### config.mk
export PLATFORM = sky130hd
export DESIGN_NAME = pdm_playback_engine
export DESIGN_NICKNAME = d
export VERILOG_FILES = /design/src/rtl/pdm_playback_engine.sv
export SDC_FILE = /design/constraint.sdc
export NUM_CORES = 1
export LEC_CHECK = 0
export CORE_MARGIN = 4
export CORE_UTILIZATION = 35
export CTS_CLUSTER_SIZE = 24
export DETAILED_ROUTE_END_ITERATION = 16
export GPL_TIMING_DRIVEN = 0
export PLACE_DENSITY_LB_ADDON = 0.1
export SYNTH_ARGS = -nofsm -noshare
export SYNTH_HDL_FRONTEND = slang
export SYNTH_SLANG_ARGS = --single-unit
export TNS_END_PERCENT = 30
### constraint.sdc
create_clock -name sysclk -period 6.25 [get_ports sysclk]
set_input_delay 0.9375 -clock sysclk [delete_from_list [all_inputs] [get_ports sysclk]]
set_output_delay 0.9375 -clock sysclk [all_outputs]
set_load 0.02 [all_outputs]
### src/rtl/pdm_playback_engine.sv
// Sample-buffer playback engine: fetches signed samples from an external buffer
// in forward/reverse/hold/mute order and converts them to a 1-bit PDM stream.
module pdm_playback_engine #(
  parameter int unsigned DATA_W  = 16,
  parameter int unsigned ADDR_W  = 16,
  parameter int unsigned CLK_DIV = 32,
  parameter int unsigned OSR     = 64
) (
  input  logic              sysclk,
  input  logic              sysreset_n,
  input  logic              enable,
  input  logic [1:0]        mode,
  input  logic [ADDR_W-1:0] loop_len,
  input  logic [DATA_W-1:0] data_in,
  output logic [ADDR_W-1:0] read_address,
  output logic              rd_en,
  output logic              sample_valid,
  output logic              pdm_out
);

  localparam int unsigned DIV_W = (CLK_DIV > 1) ? $clog2(CLK_DIV) : 1;
  localparam int unsigned BIT_W = (OSR > 1) ? $clog2(OSR) : 1;

  localparam logic [1:0] MODE_MUTE = 2'b00;
  localparam logic [1:0] MODE_FWD  = 2'b01;
  localparam logic [1:0] MODE_REV  = 2'b10;

  logic [DIV_W-1:0]  div_cnt;
  logic [BIT_W-1:0]  bit_cnt;
  logic [DATA_W:0]   acc;
  logic [DATA_W-1:0] sample_reg;

  logic              tick_c;
  logic              last_bit_c;
  logic [DATA_W-1:0] offset_c;
  logic [DATA_W:0]   acc_next_c;
  logic [ADDR_W:0]   addr_inc_c;
  logic [ADDR_W-1:0] addr_next_c;

  assign tick_c     = enable && (div_cnt == DIV_W'(CLK_DIV - 1));
  assign last_bit_c = (bit_cnt == BIT_W'(OSR - 1));

  // Signed sample mapped to offset binary so the carry density tracks amplitude.
  assign offset_c   = {~sample_reg[DATA_W-1], sample_reg[DATA_W-2:0]};
  assign acc_next_c = {1'b0, acc[DATA_W-1:0]} + {1'b0, offset_c};
  assign addr_inc_c = {1'b0, read_address} + (ADDR_W + 1)'(1);

  // The carry of the last accumulator update is the PDM bit.
  assign pdm_out = acc[DATA_W];

  // Next buffer address, evaluated only at the sample boundary.
  always_comb begin
    addr_next_c = read_address;
    if (loop_len <= ADDR_W'(1)) begin
      addr_next_c = '0;
    end else begin
      case (mode)
        MODE_FWD: begin
          if (addr_inc_c >= {1'b0, loop_len}) addr_next_c = '0;
          else                                addr_next_c = addr_inc_c[ADDR_W-1:0];
        end
        MODE_REV: begin
          if ((read_address == '0) || (read_address >= loop_len))
            addr_next_c = loop_len - ADDR_W'(1);
          else
            addr_next_c = read_address - ADDR_W'(1);
        end
        default: addr_next_c = read_address;
      endcase
    end
  end

  // Bit clock divider and bit counter.
  always_ff @(posedge sysclk or negedge sysreset_n) begin
    if (!sysreset_n) begin
      div_cnt <= '0;
      bit_cnt <= '0;
    end else begin
      if (enable) begin
        if (tick_c) div_cnt <= '0;
        else        div_cnt <= div_cnt + DIV_W'(1);
      end
      if (tick_c) begin
        if (last_bit_c) bit_cnt <= '0;
        else            bit_cnt <= bit_cnt + BIT_W'(1);
      end
    end
  end

  // First-order sigma-delta accumulator.
  always_ff @(posedge sysclk or negedge sysreset_n) begin
    if (!sysreset_n) begin
      acc <= '0;
    end else if (tick_c) begin
      acc <= acc_next_c;
    end
  end

  // Buffer read handshake; a read already issued completes even if enable drops.
  always_ff @(posedge sysclk or negedge sysreset_n) begin
    if (!sysreset_n) begin
      rd_en        <= 1'b0;
      sample_valid <= 1'b0;
      sample_reg   <= '0;
      read_address <= '0;
    end else begin
      rd_en        <= tick_c && last_bit_c;
      sample_valid <= rd_en;
      if (sample_valid) begin
        sample_reg   <= (mode == MODE_MUTE) ? '0 : data_in;
        read_address <= addr_next_c;
      end
    end
  end

endmodule

# Word-level counts from Yosys, hierarchy flattened
# Cells that the tools add are included.
# totals
latchBits	0
inputBits	37
ff_bits	62
out_inout_bits	19
mem_bits_ro	0
word_cells	35
mem_bits_rw	0
n_memories	0
# op_classes
eq_ne	4
n_mux	7
n_bitwise	1
n_addsub	6
multipliers	0
div	0
magnitude_cmp	3
shift	0
reduce_logical	7
# op_table
cell	n
$mux W16	4
$pmux W16 S2	1
$sub A16 B1 Y16 const B	2
$add A16 B1 Y17 const B	1
$add A16 B16 Y17	1
$ge A17 B16 Y1	1
$ge A16 B16 Y1	1
$le A16 B1 Y1 const B	1
$logic_not A16 Y1	1
$add A6 B1 Y6 const B	1
$eq A6 B6 Y1 const B	1
$mux W6	1
$add A5 B1 Y5 const B	1
$eq A5 B5 Y1 const B	1
$mux W5	1
$reduce_bool A3 Y1	1
$eq A2 B1 Y1 const B	1
$eq A2 B2 Y1 const B	1
$logic_and A1 B1 Y1	2
$logic_not A2 Y1	1
$reduce_and A2 Y1	1
$logic_or A1 B1 Y1	1
$not A1 Y1	1

# Longest topological paths before layout
# Gate-level depths: netlist (run 1).
# depth
depth_word	5
depth_mapped	17
mapped_depth_nobuf	14

# Least setup slack after synthesis (run 1)
# OpenSTA, ideal clock, no wires.
# synth_timing
path_type	reg-to-reg
from	register read_address[1]
to	register read_address[14]
stages_incl_launch_ff	15
arrival_time_ps	3782
setup_ps	90
path_buffers	2
required_ps	6160
synth_period_minus_slack_ps	3873
slack_ps	2377
cell_sequence	dfrtp_1 > ha_1 > nand3_1 > nor4_1 > nand3_1 > xnor2_1 > ha_1 > a21o_1 > a2111oi_0 > o211ai_1 > a211oi_1 > buf_2 > clkbuf_1 > nand2_1 > o221ai_1
# synth_via
elab_chain_len	5
elab_cells_between_ends	10
cone_classes	add/sub (2); order compare (2); mux (4); reduce/logical (2)
# synth_rtl
element	line_no	source
from (decl)	15	output logic [ADDR_W-1:0] read_address,
from (signal assigned)	111	read_address <= addr_next_c;
$add A16 B1 Y17 (tied with other cells)	46	assign addr_inc_c = {1'b0, read_address} + (ADDR_W + 1)'(1);
$ge A17 B16 Y1 / $logic_or A1 B1 Y1 (equally long branches)	59, 63	
$mux W16, on equally long branches	59, 63	
$pmux W16 S2 (*)	57	case (mode)
$mux W16 (*)	54	if (loop_len <= ADDR_W'(1)) begin
# Every way passes the cells marked *; elsewhere a longest branch is shown, timed or not.
# A chain may end at the register's enable or synchronous reset.

# Worst setup path in the final report (run 1)
# layout_timing
from	register read_address[1]
to	register read_address[10]
# Same word-level chain as after synthesis.

==> results of run 1 <==
-- cell usage after synthesis, types with 2 or more instances --
| master | number |
|---|---|
| sky130_fd_sc_hd__mux2_2 | 3 |
| sky130_fd_sc_hd__nand2b_1 | 3 |
| sky130_fd_sc_hd__nand2_1 | 63 |
| sky130_fd_sc_hd__nand3b_1 | 2 |
| sky130_fd_sc_hd__nor4_1 | 9 |
| sky130_fd_sc_hd__mux2i_1 | 3 |
| sky130_fd_sc_hd__xnor2_1 | 38 |
| sky130_fd_sc_hd__buf_2 | 6 |
| sky130_fd_sc_hd__a32oi_1 | 4 |
| sky130_fd_sc_hd__a311oi_1 | 5 |
| sky130_fd_sc_hd__a21o_1 | 11 |
| sky130_fd_sc_hd__nor2b_1 | 3 |
| sky130_fd_sc_hd__a21oi_1 | 26 |
| sky130_fd_sc_hd__nor3b_1 | 2 |
| sky130_fd_sc_hd__xor2_1 | 12 |
| sky130_fd_sc_hd__and3_1 | 10 |
| sky130_fd_sc_hd__dfrtp_1 | 62 |
| sky130_fd_sc_hd__clkbuf_1 | 21 |
| sky130_fd_sc_hd__or4_1 | 2 |
| sky130_fd_sc_hd__o211ai_1 | 6 |
| sky130_fd_sc_hd__buf_4 | 2 |
| sky130_fd_sc_hd__nor2_1 | 26 |
| sky130_fd_sc_hd__a221oi_1 | 3 |
| sky130_fd_sc_hd__o31ai_1 | 4 |
| sky130_fd_sc_hd__or3_1 | 3 |
| sky130_fd_sc_hd__nand3_1 | 25 |
| sky130_fd_sc_hd__o21ai_0 | 54 |
| sky130_fd_sc_hd__o31a_1 | 2 |
| sky130_fd_sc_hd__o21bai_1 | 2 |
| sky130_fd_sc_hd__a31oi_1 | 10 |
| sky130_fd_sc_hd__o21a_1 | 4 |
| sky130_fd_sc_hd__a211oi_1 | 5 |
| sky130_fd_sc_hd__nor3_1 | 26 |
| sky130_fd_sc_hd__ha_1 | 55 |
| sky130_fd_sc_hd__o221ai_1 | 2 |
| sky130_fd_sc_hd__a2111oi_0 | 3 |
| sky130_fd_sc_hd__a211o_1 | 2 |
| sky130_fd_sc_hd__nand4_1 | 7 |
| sky130_fd_sc_hd__o2111ai_1 | 2 |
| sky130_fd_sc_hd__inv_1 | 56 |
| sky130_fd_sc_hd__o22ai_1 | 4 |
-- cells in the final DEF, fill, tap and decap left out, drive strengths merged, types with 5 or more instances in the layout --
master and count:
nand2 63, dfrtp 62, inv 56, ha 55, o21ai 55, clkdlybuf4s50 54, xnor2 38, clkbuf 32
nor2 26, nor3 26, a21oi 26, nand3 25, xor2 12, a21o 11, a31oi 10, and3 10
nor4 9, buf 9, nand4 7, o211ai 6, a211oi 5, a311oi 5
-- power by group --
| part | leakage [nW] | internal (mW) | switching [mW] |
|---|---|---|---|
| Combinational | 1.85 | 0.259 | 0.294 |
| Sequential | 0.753 | 0.452 | 0.0342 |
| Clock | 0.137 | 0.312 | 0.180 |
| Total | 2.74 | 1.02 | 0.508 |
-- logic make-up (layout without fill, tap and decap cells) --
| group | after synthesis | after routing | synth area share |
|---|---|---|---|
| flops | 62 | 62 | 0.308 |
| mux | 6 | 6 | 0.0127 |
| buf+inv | 85 | 153 | 0.0662 |
| simple gates | 188 | 188 | 0.181 |
| compound gates | 159 | 159 | 0.205 |
| fa+ha+maj | 56 | 56 | 0.140 |
| xor+xnor | 50 | 50 | 0.0868 |
-- metal layers --
metal  vias to the layer above  track usage  wire length, um
li1                       2300            -                -
met1                      2227        0.257             6910
met2                       150        0.300             7020
met3                        18       0.0275              767
met4                         0       0.0624              272
met5                         -            0                0
-- worst max path at each step --
stage	slack, ps	to	start
after detailed placement	1200	read_address[10]	read_address[1]
after floorplan	2380	read_address[14]	read_address[1]
after CTS	1170	read_address[10]	read_address[1]
final	1040	read_address[10]	read_address[1]
after global routing	740	read_address[10]	read_address[1]
after global placement	1080	read_address[10]	read_address[0]
-- metrics by stage --
step | area [um2] | hold WS [ps] | setup WS [ps] | utilization | power, mW
5_1_grt | 6090 | 403 | 742 | 0.436 | 1.65
6_report | 6090 | 380 | 1040 | 0.436 | 1.53
2_1_floorplan | 5040 | 446 | 2380 | - | 0.906
3_5_place_dp | 5820 | 375 | 1200 | 0.416 | 1.04
3_3_place_gp | 5820 | 358 | 1080 | 0.416 | 1.04
4_1_cts | 6090 | 386 | 1170 | 0.436 | 1.54
-- cell type report --
class | count | area, um2 | area share
Inverter | 56 | 210 | 0.0345
Clock buffer | 11 | 243 | 0.0398
Buffer | 29 | 124 | 0.0203
Sequential cell | 62 | 1550 | 0.255
Multi-Input combinational cell | 459 | 3160 | 0.518
Tap cell | 180 | 225 | 0.0370
Clock inverter | 2 | 35.0 | 0.00575
Timing Repair Buffer | 55 | 548 | 0.0899
-- worst max-delay path: cells and delay by family (launching register included) --
| kind | cells | cell delay (ps) |
|---|---|---|
| simple gates | 4 | 1530 |
| compound gates | 5 | 1270 |
| flops | 1 | 520 |
| fa+ha+maj | 2 | 530 |
| buf+inv | 4 | 1050 |
| xor+xnor | 1 | 220 |
==> flow_metrics.tcl, run 1 <==
set metrics [dict create \
    run_status "completed" \
    via_count_of_the_first_global_routing_pass 4638 \
    crit_path_max_delay_cell_type "sky130_fd_sc_hd__nor4_1" \
    path_clk_slew_ps 60 \
    clock_tree_buf_depth 2 \
    post-route-period-util 0.833 \
    final_nets 765 \
    ant_nets 0 \
    timing.hold.worst.start "rd_en" \
    synth_top_area_cell "sky130_fd_sc_hd__dfrtp_1" \
    drcViolationCount 0 \
    critPathRequiredTime_ps 6500 \
    layout-drive-gt1-share 0.0430 \
    grt_max_degree 63 \
    crit_path_max_fanout 10 \
    design.portCount 56 \
    post_cts.repair.setup_buffers 0 \
    synth_seq_cells 62 \
    vdd_drop_max_v 0.000154 \
    synthesis.area_per_instance_um2 8.32 \
    global_route.overflow_total 0 \
    clock_sink_count 62 \
    yosysUniqueCellTypes 59 \
    rsz0062_at_grt "false" \
    drt-initial-drc-count 304 \
    start_util 0.361 \
    mappedNetlistNets 699 \
    start_kind "flip-flop" \
    timing.critical_path.slowest_cell_delay_ps 960 \
    max_reg_flops 17 \
    synth_async_sr_flop_share 1.00 \
    final-max-slew-violation-count 0 \
    critical_path.reg2reg.startpoint "read_address[1]" \
    report.final.setup_viol 0 \
    dominantRegCellSynth "sky130_fd_sc_hd__dfrtp_1" \
    synth_edf_count 0 \
    design.core.area_um2 14000 \
    clock_insertion_delay_worst_skew_ps 340 \
    post_cts_hold_buffer_count 0 \
    finalWirelength_mm 15.0 \
    power_density_nw_per_um2 251 \
    endpoint_kind "flip-flop" \
    full_die_area_um2 16400 \
    critPathArrivalTime_ps 5460 \
    slew_headroom 0.222 \
    first_pass_grt_wire_length_mm 24.2 \
    ys_warn_count 0 \
    worst-r2r-cell-count 16 \
    tritoncts "built" \
    place.detailed.instances 841 \
    setup.worst_path.class "reg2reg" \
    synthesis_to_layout_area_growth_pct 20.8 \
    global_route.usage.total 0.187 \
    route.detailed.vias_per_inst 5.50 \
    maxClockFrequency_mhz 192 \
    mappedNetlistArea_um2 5040 \
    max_cap_violations 0 \
    port-buffer-count 55 \
    hold_end "sample_valid" \
    rows 43 \
    die_height_um 128 \
    timing_worst_slew_pin_value_ps 1160 \
    synthesis.instances 606 \
    num-fill-cells 1403 \
    count_of_non_filler_cells_in_the_finished_layout 854 \
    crit_path_cell_chain "ha_1 -> nand3_1 -> nor4_1 -> inv_1 -> nor3_1 -> nand3_1 -> xor2_1 -> inv_1 -> ha_1 -> a2111oi_0 -> o211ai_1 -> a211oi_1 -> buf_2 -> clkbuf_1 -> a31oi_1 -> o22ai_1" \
    wl_per_cell_um 17.5 \
    min_period_ps 5210 \
    yosysSeqAreaShare 0.308 \
    netlist.area_leader.share 0.308 \
    die_x_um 128 \
    number_of_antenna_violations_at_the_first_check_in_global_routing 0 \
    cts-htree-levels 3 \
    cts-root-buf "sky130_fd_sc_hd__clkbuf_16" \
    final_hpwl_dp_mm 11.2 \
    final.setup.tns_ps 0 \
    finalWeightedCongestion 0.896 \
    dominant_cells_by_area_after_synthesis "sky130_fd_sc_hd__dfrtp_1 31%, sky130_fd_sc_hd__ha_1 14%, sky130_fd_sc_hd__xnor2_1 6.6%, sky130_fd_sc_hd__o21ai_0 5.4%, sky130_fd_sc_hd__nand2_1 4.7%" \
    fin_worst_skew_ps 9.06 \
    total_via_count_after_detailed_routing 4695 \
    hold_depth 0 \
    static-leakage-power_nw 2.74 \
    cts_made_buffers 9 \
    holdCritPathClass "reg2reg" \
    cts_repair_resize_count 0 \
    r2r-end "read_address[10]" \
    report.final.hold_viol_count 0 \
    num_antenna_cells 0 \
    flop2flop_setup_slack_ps 1040 \
    drt_pre_antenna_iters 5 \
]
No activity file was read; power rests on OpenSTA's default activity.
==> inputs of run 2 (changes only) <==
clock period = 5.1 ns   (was 6.25 ns; I/O delays follow)
==> run 2 against run 1 <==
Sequential share of layout area hardly changed. Worst hold slack stayed put. Non-clock buffer count is 1 lower. Critical path depth stayed put. Worst setup slack worse by 410 ps. Clock power is 23% higher. Global-route usage stayed put. Die area stayed put. Register-to-register slack worse by 410 ps. Core utilization is 0.081 points higher. Via count hardly changed. Sequential cell count stayed put. Critical endpoint is now read_address[6]. Largest cell class unchanged. Highest routed layer unchanged.
==> flow_metrics.tcl, run 2 (synthesis results as in run 1) <==
set metrics [dict create \
    run_status "completed" \
    ant_nets 0 \
    tritoncts "built" \
    number_of_antenna_violations_at_the_first_check_in_global_routing 0 \
    die_x_um 128 \
    timing.critical_path.slowest_cell_delay_ps 420 \
    report.final.hold_viol_count 0 \
    grt_max_degree 63 \
    max_reg_flops 17 \
    clock_insertion_delay_worst_skew_ps 340 \
    wl_per_cell_um 17.4 \
    full_die_area_um2 16400 \
    synthesis_to_layout_area_growth_pct 21.1 \
    post_cts.repair.setup_buffers 0 \
    drt_pre_antenna_iters 5 \
    maxClockFrequency_mhz 224 \
    slew_headroom 0.430 \
    critPathLaunch "read_address[4]" \
    post-route-period-util 0.876 \
    crit_path_cell_chain "clkbuf_1 -> and3_1 -> and3_1 -> clkbuf_1 -> nand3_1 -> nor3_1 -> xor2_1 -> ha_1 -> nand3_1 -> nor2_1 -> a2111oi_0 -> o211ai_1 -> a211oi_1 -> buf_2 -> nor4b_1 -> a211o_1" \
    first_pass_grt_wire_length_mm 24.2 \
    crit_path_max_delay_cell_type "sky130_fd_sc_hd__buf_2" \
    setup.worst_path.class "reg2reg" \
    final-max-slew-violation-count 0 \
    max_cap_violations 0 \
    endpoint "read_address[6]" \
    crit_path_max_fanout 19 \
    drcViolationCount 0 \
    final_nets 764 \
    r2r-end "read_address[6]" \
    most_common_cell_after_layout_fill_and_taps_aside "sky130_fd_sc_hd__nand2_1" \
    area.sequential_um2 1550 \
    critical_path.reg2reg.startpoint "read_address[4]" \
    final.setup.tns_ps 0 \
    cts-root-buf "sky130_fd_sc_hd__clkbuf_16" \
    endpoint_kind "flip-flop" \
    holdCritPathClass "reg2reg" \
    layout.cells.most_common_list "63 x sky130_fd_sc_hd__nand2_1, 62 x sky130_fd_sc_hd__dfrtp_1, 56 x sky130_fd_sc_hd__inv_1, 55 x sky130_fd_sc_hd__ha_1" \
    fin_worst_skew_ps 10.7 \
    report.final.setup_viol 0 \
    flop2flop_setup_slack_ps 630 \
    start_util 0.361 \
    vdd_drop_max_v 0.000188 \
    design.portCount 56 \
    drt-initial-drc-count 312 \
    worst-r2r-cell-count 16 \
    num_antenna_cells 0 \
    final_core_utilization 0.436 \
    design.core.area_um2 14000 \
    total_via_count_after_detailed_routing 4693 \
    finalWirelength_mm 14.9 \
    path_clk_slew_ps 60 \
    postLayoutSetupSlackWorst_ps 631 \
    critPathArrivalTime_ps 4740 \
    power_density_nw_per_um2 308 \
    min_period_ps 4470 \
    port-buffer-count 55 \
    rows 43 \
    global_route.usage.total 0.187 \
    start_kind "flip-flop" \
    cts_made_buffers 9 \
    cts-htree-levels 3 \
    clock_tree_buf_depth 2 \
    finalWeightedCongestion 0.896 \
    multiInputGateArea_um2 3170 \
    via_count_of_the_first_global_routing_pass 4638 \
    num-fill-cells 1401 \
    die_height_um 128 \
    clock_sink_count 62 \
    critPathRequiredTime_ps 5370 \
    rsz0062_at_grt "false" \
    layout-drive-gt1-share 0.0446 \
    detailedPlace.worstSlack_ps 48.1 \
    timing_worst_slew_pin_value_ps 855 \
    final_hpwl_dp_mm 11.2 \
    global_route.overflow_total 0 \
    static-leakage-power_nw 2.74 \
    route.detailed.vias_per_inst 5.50 \
]
[run 2: cell types whose count changed in the layout (fill, tap and decap cells not counted), sizes merged]
cell	change
clkbuf	-1
[run 2: critical path: cells and delay by family (launching register included)]
| family | cells | cell delay (ps) |
|---|---|---|
| compound gates | 4 | 1140 |
| xor+xnor | 1 | 260 |
| flops | 1 | 390 |
| fa+ha+maj | 1 | 290 |
| simple gates | 7 | 1340 |
| buf+inv | 3 | 970 |
[run 2: through the flow]
stage               area [um2]  hold slack (ps)  cells  power [mW]
floorplan                 5040              446    606        1.11
global placement          5820              358    841        1.27
detailed placement        5820              375    841        1.28
CTS                       6090              386    854        1.89
global route              6110              403    853        2.02
finish                    6110              380    853        1.88
[run 2: layer usage]
layer / vias up / track usage / part of all wire
met1: 2228 / 0.257 / 0.47
met3: 24 / 0.0275 / 0.046
met2: 135 / 0.300 / 0.47
met5: - / 0 / 0
li1: 2306 / - / -
met4: 0 / 0.0624 / 0.019
[run 2: final cells by class]
class                   instances  area share
well taps                     180      0.0369
flip-flops and latches         62       0.254
plain buffers                  28      0.0197
clock inverters                 2     0.00574
inverters                      56      0.0344
clock buffers                  11      0.0398
repair buffers                 55      0.0898
multi-input cells             459       0.520
[run 2: power breakdown]
| part | total (mW) | internal, mW | switching, mW |
|---|---|---|---|
| Sequential | 0.596 | 0.554 | 0.0419 |
| Combinational | 0.678 | 0.317 | 0.361 |
| Clock | 0.604 | 0.382 | 0.222 |
| Total | 1.88 | 1.25 | 0.624 |
[run 2: how the worst min path moves through the flow]
stage | from | end | slack, ps | cells after the start
final | rd_en | sample_valid | 380 | 0
after global routing | rd_en | sample_valid | 400 | 0
after CTS | rd_en | sample_valid | 390 | 0
after detailed placement | rd_en | sample_valid | 380 | 0
after global placement | rd_en | sample_valid | 360 | 0
after floorplan | bit_cnt[5] | bit_cnt[5] | 450 | 1
[run 2: what timing repair did]
| action | CTS | global route |
|---|---|---|
| setup endpoints to repair | 0 | 10 |
| hold buffers | 0 | 0 |
| endpoints found under the hold margin | 0 | 0 |
| gates resized for setup | 0 | 2 |
==> inputs of run 3 (changes only) <==
ABC_AREA = 1   (was unset)
clock period = 4.1 ns   (was 5.1 ns; I/O delays follow)
==> run 3 against run 2 <==
Clock power is 20% higher. Clock skew down 5.7 ps. Largest power group unchanged. Non-clock buffer count is 2 lower.
==> flow_metrics.tcl, run 3 <==
set metrics [dict create \
    global_route.usage.total 0.188 \
    layout.cells.most_common_list "202 x sky130_fd_sc_hd__nand2_1, 112 x sky130_fd_sc_hd__nand3_1, 105 x sky130_fd_sc_hd__inv_1, 66 x sky130_fd_sc_hd__nor2_1, 62 x sky130_fd_sc_hd__dfrtp_1" \
    setup.worst_path.class "reg2reg" \
    start_util 0.355 \
    dominant_cells_by_area_after_synthesis "sky130_fd_sc_hd__dfrtp_1 28%, sky130_fd_sc_hd__nand2_1 13%, sky130_fd_sc_hd__ha_1 12%, sky130_fd_sc_hd__nand3_1 10%, sky130_fd_sc_hd__inv_1 7.0%" \
    clock_insertion_delay_worst_skew_ps 330 \
    synth_top_area_cell "sky130_fd_sc_hd__dfrtp_1" \
    synthesis.instances 815 \
    most_common_cell_after_layout_fill_and_taps_aside "sky130_fd_sc_hd__nand2_1" \
    fin_worst_skew_ps 4.91 \
    finalWirelength_mm 16.6 \
    crit_path_cell_chain "ha_1 -> nand3_4 -> nor2_4 -> nand3_1 -> nor2_1 -> nand3_1 -> nand2_1 -> inv_1 -> ha_1 -> nand3_1 -> nor3_1 -> nand4_1 -> nand2_1 -> inv_2 -> buf_4 -> nand3_1 -> nand2_1 -> nand3_1 -> nand2_1" \
    layout-drive-gt1-share 0.0611 \
    final-max-slew-violation-count 0 \
    static-leakage-power_nw 3.59 \
    synthesis.area_per_instance_um2 6.90 \
    mappedNetlistArea_um2 5620 \
    post_cts.repair.setup_buffers 0 \
    tritoncts "built" \
    run_status "completed" \
    cts_made_buffers 9 \
    totalPowerFinal_mw 2.46 \
    vdd_drop_max_v 0.000282 \
    die_x_um 135 \
    grt_max_degree 63 \
    netlist.area_leader.share 0.276 \
    min_period_ps 3400 \
    crit_path_max_fanout 10 \
    timing.critical_path.mode_cell "sky130_fd_sc_hd__nand3_1" \
    timing.critical_path.slowest_cell_delay_ps 500 \
    drcViolationCount 0 \
    detailroute.wirelength.met3_um 673 \
    report.final.setup_viol 0 \
    port-buffer-count 54 \
    crit_path_max_delay_cell_type "sky130_fd_sc_hd__dfrtp_1" \
    yosys-top-cells-count "202 x sky130_fd_sc_hd__nand2_1, 112 x sky130_fd_sc_hd__nand3_1, 105 x sky130_fd_sc_hd__inv_1" \
    final.setup.tns_ps 0 \
    report.final.hold_viol_count 0 \
    start_kind "flip-flop" \
    power_density_nw_per_um2 367 \
    via_count_of_the_first_global_routing_pass 5408 \
    critPathArrivalTime_ps 3630 \
    num_antenna_cells 0 \
    rows 46 \
    path_clk_slew_ps 60 \
    first_pass_grt_wire_length_mm 27.0 \
    final_hpwl_dp_mm 12.8 \
    number_of_antenna_violations_at_the_first_check_in_global_routing 0 \
    post-route-period-util 0.830 \
    timing_worst_slew_pin_value_ps 847 \
    met2_wirelength_mm 8.24 \
    global_route.overflow_total 0 \
    max_reg_flops 17 \
    dominantRegCellSynth "sky130_fd_sc_hd__dfrtp_1" \
    route.detailed.vias_per_inst 4.97 \
    cts_repair_resize_count 0 \
    clock_tree_buf_depth 2 \
    synth_async_sr_flop_share 1.00 \
    whs_ps 383 \
    drt-initial-drc-count 324 \
    design.portCount 56 \
    max_cap_violations 0 \
    met1Wirelength_mm 7.22 \
    design.core.area_um2 15800 \
    synthesis_to_layout_area_growth_pct 19.3 \
    mappedNetlistNets 908 \
    die_height_um 135 \
    slew_headroom 0.435 \
    cts-root-buf "sky130_fd_sc_hd__clkbuf_16" \
    rsz0062_at_grt "false" \
    full_die_area_um2 18100 \
    maxClockFrequency_mhz 294 \
    finalWeightedCongestion 0.939 \
    final_nets 973 \
    ant_nets 0 \
    synth_edf_count 0 \
    post_cts_hold_buffer_count 0 \
    critPathRequiredTime_ps 4320 \
    wl_per_cell_um 15.1 \
    synth_seq_cells 62 \
    yosysUniqueCellTypes 38 \
    total_via_count_after_detailed_routing 5465 \
    synth_most_common_cell "sky130_fd_sc_hd__nand2_1" \
    endpoint_kind "flip-flop" \
    drt_pre_antenna_iters 7 \
    route.top_layer_used "met4" \
    clock_sink_count 62 \
    yosysSeqAreaShare 0.276 \
    cts-htree-levels 3 \
    ys_warn_count 0 \
    holdCritPathClass "in2async" \
]
==> run 3: cell families after synthesis <==
kind of cell	synth area share
XOR/XNOR	0.0732
buffers and inverters	0.0993
AO/OA/AOI/OAI	0.0815
adder cells (fa/ha/maj)	0.126
AND/OR/NAND/NOR	0.344
flip-flops	0.276
==> run 3: cell type report <==
type | count | area, um2
fillers | 1687 | 9120
multi-input cells | 618 | 3510
flip-flops and latches | 62 | 1550
repair buffers | 54 | 538
inverters | 108 | 405
well taps | 216 | 270
clock buffers | 12 | 256
plain buffers | 27 | 153
clock inverters | 3 | 20.0
==> run 3: power breakdown <==
part | total (mW) | switching, mW | internal [mW]
Clock | 0.726 | 0.289 | 0.438
Sequential | 0.765 | 0.0580 | 0.707
Combinational | 0.973 | 0.568 | 0.405
==> run 3: layer usage <==
layer,vias up,GRT usage
met2,109,0.331
met4,0,0.0679
li1,2765,-
met3,30,0.0365
met1,2561,0.229
met5,-,0
==> run 3: through the flow <==
stage          cell area (um2)   util  worst slack [ps]  cells
5_1_grt                   6710  0.424               443   1100
3_5_place_dp              6430  0.406               734   1085
4_1_cts                   6710  0.424               721   1100
3_3_place_gp              6430  0.406              61.2   1085
2_1_floorplan             5620      -              1250    815
6_report                  6710  0.424               695   1100
==> run 3: path summary, 6_finish.rpt <==
kind	startpoint	to	slack, ps	cells after the start
setup / recovery	read_address[1]	read_address[11]	700	19
min in group sysclk	rd_en	sample_valid	380	0
hold / removal	sysreset_n	read_address[5]	380	1
hold reg to reg	rd_en	sample_valid	380	0
max in group asynchronous	sysreset_n	acc[12]	3150	1
setup reg to reg	read_address[1]	read_address[11]	700	19
==> run 3: worst max-delay path, delay by kind of cell (launching register included) <==
kind,cells,cell delay [ps]
adder cells (fa/ha/maj),2,610
flip-flops,1,500
buffers and inverters,3,320
AND/OR/NAND/NOR,14,1840
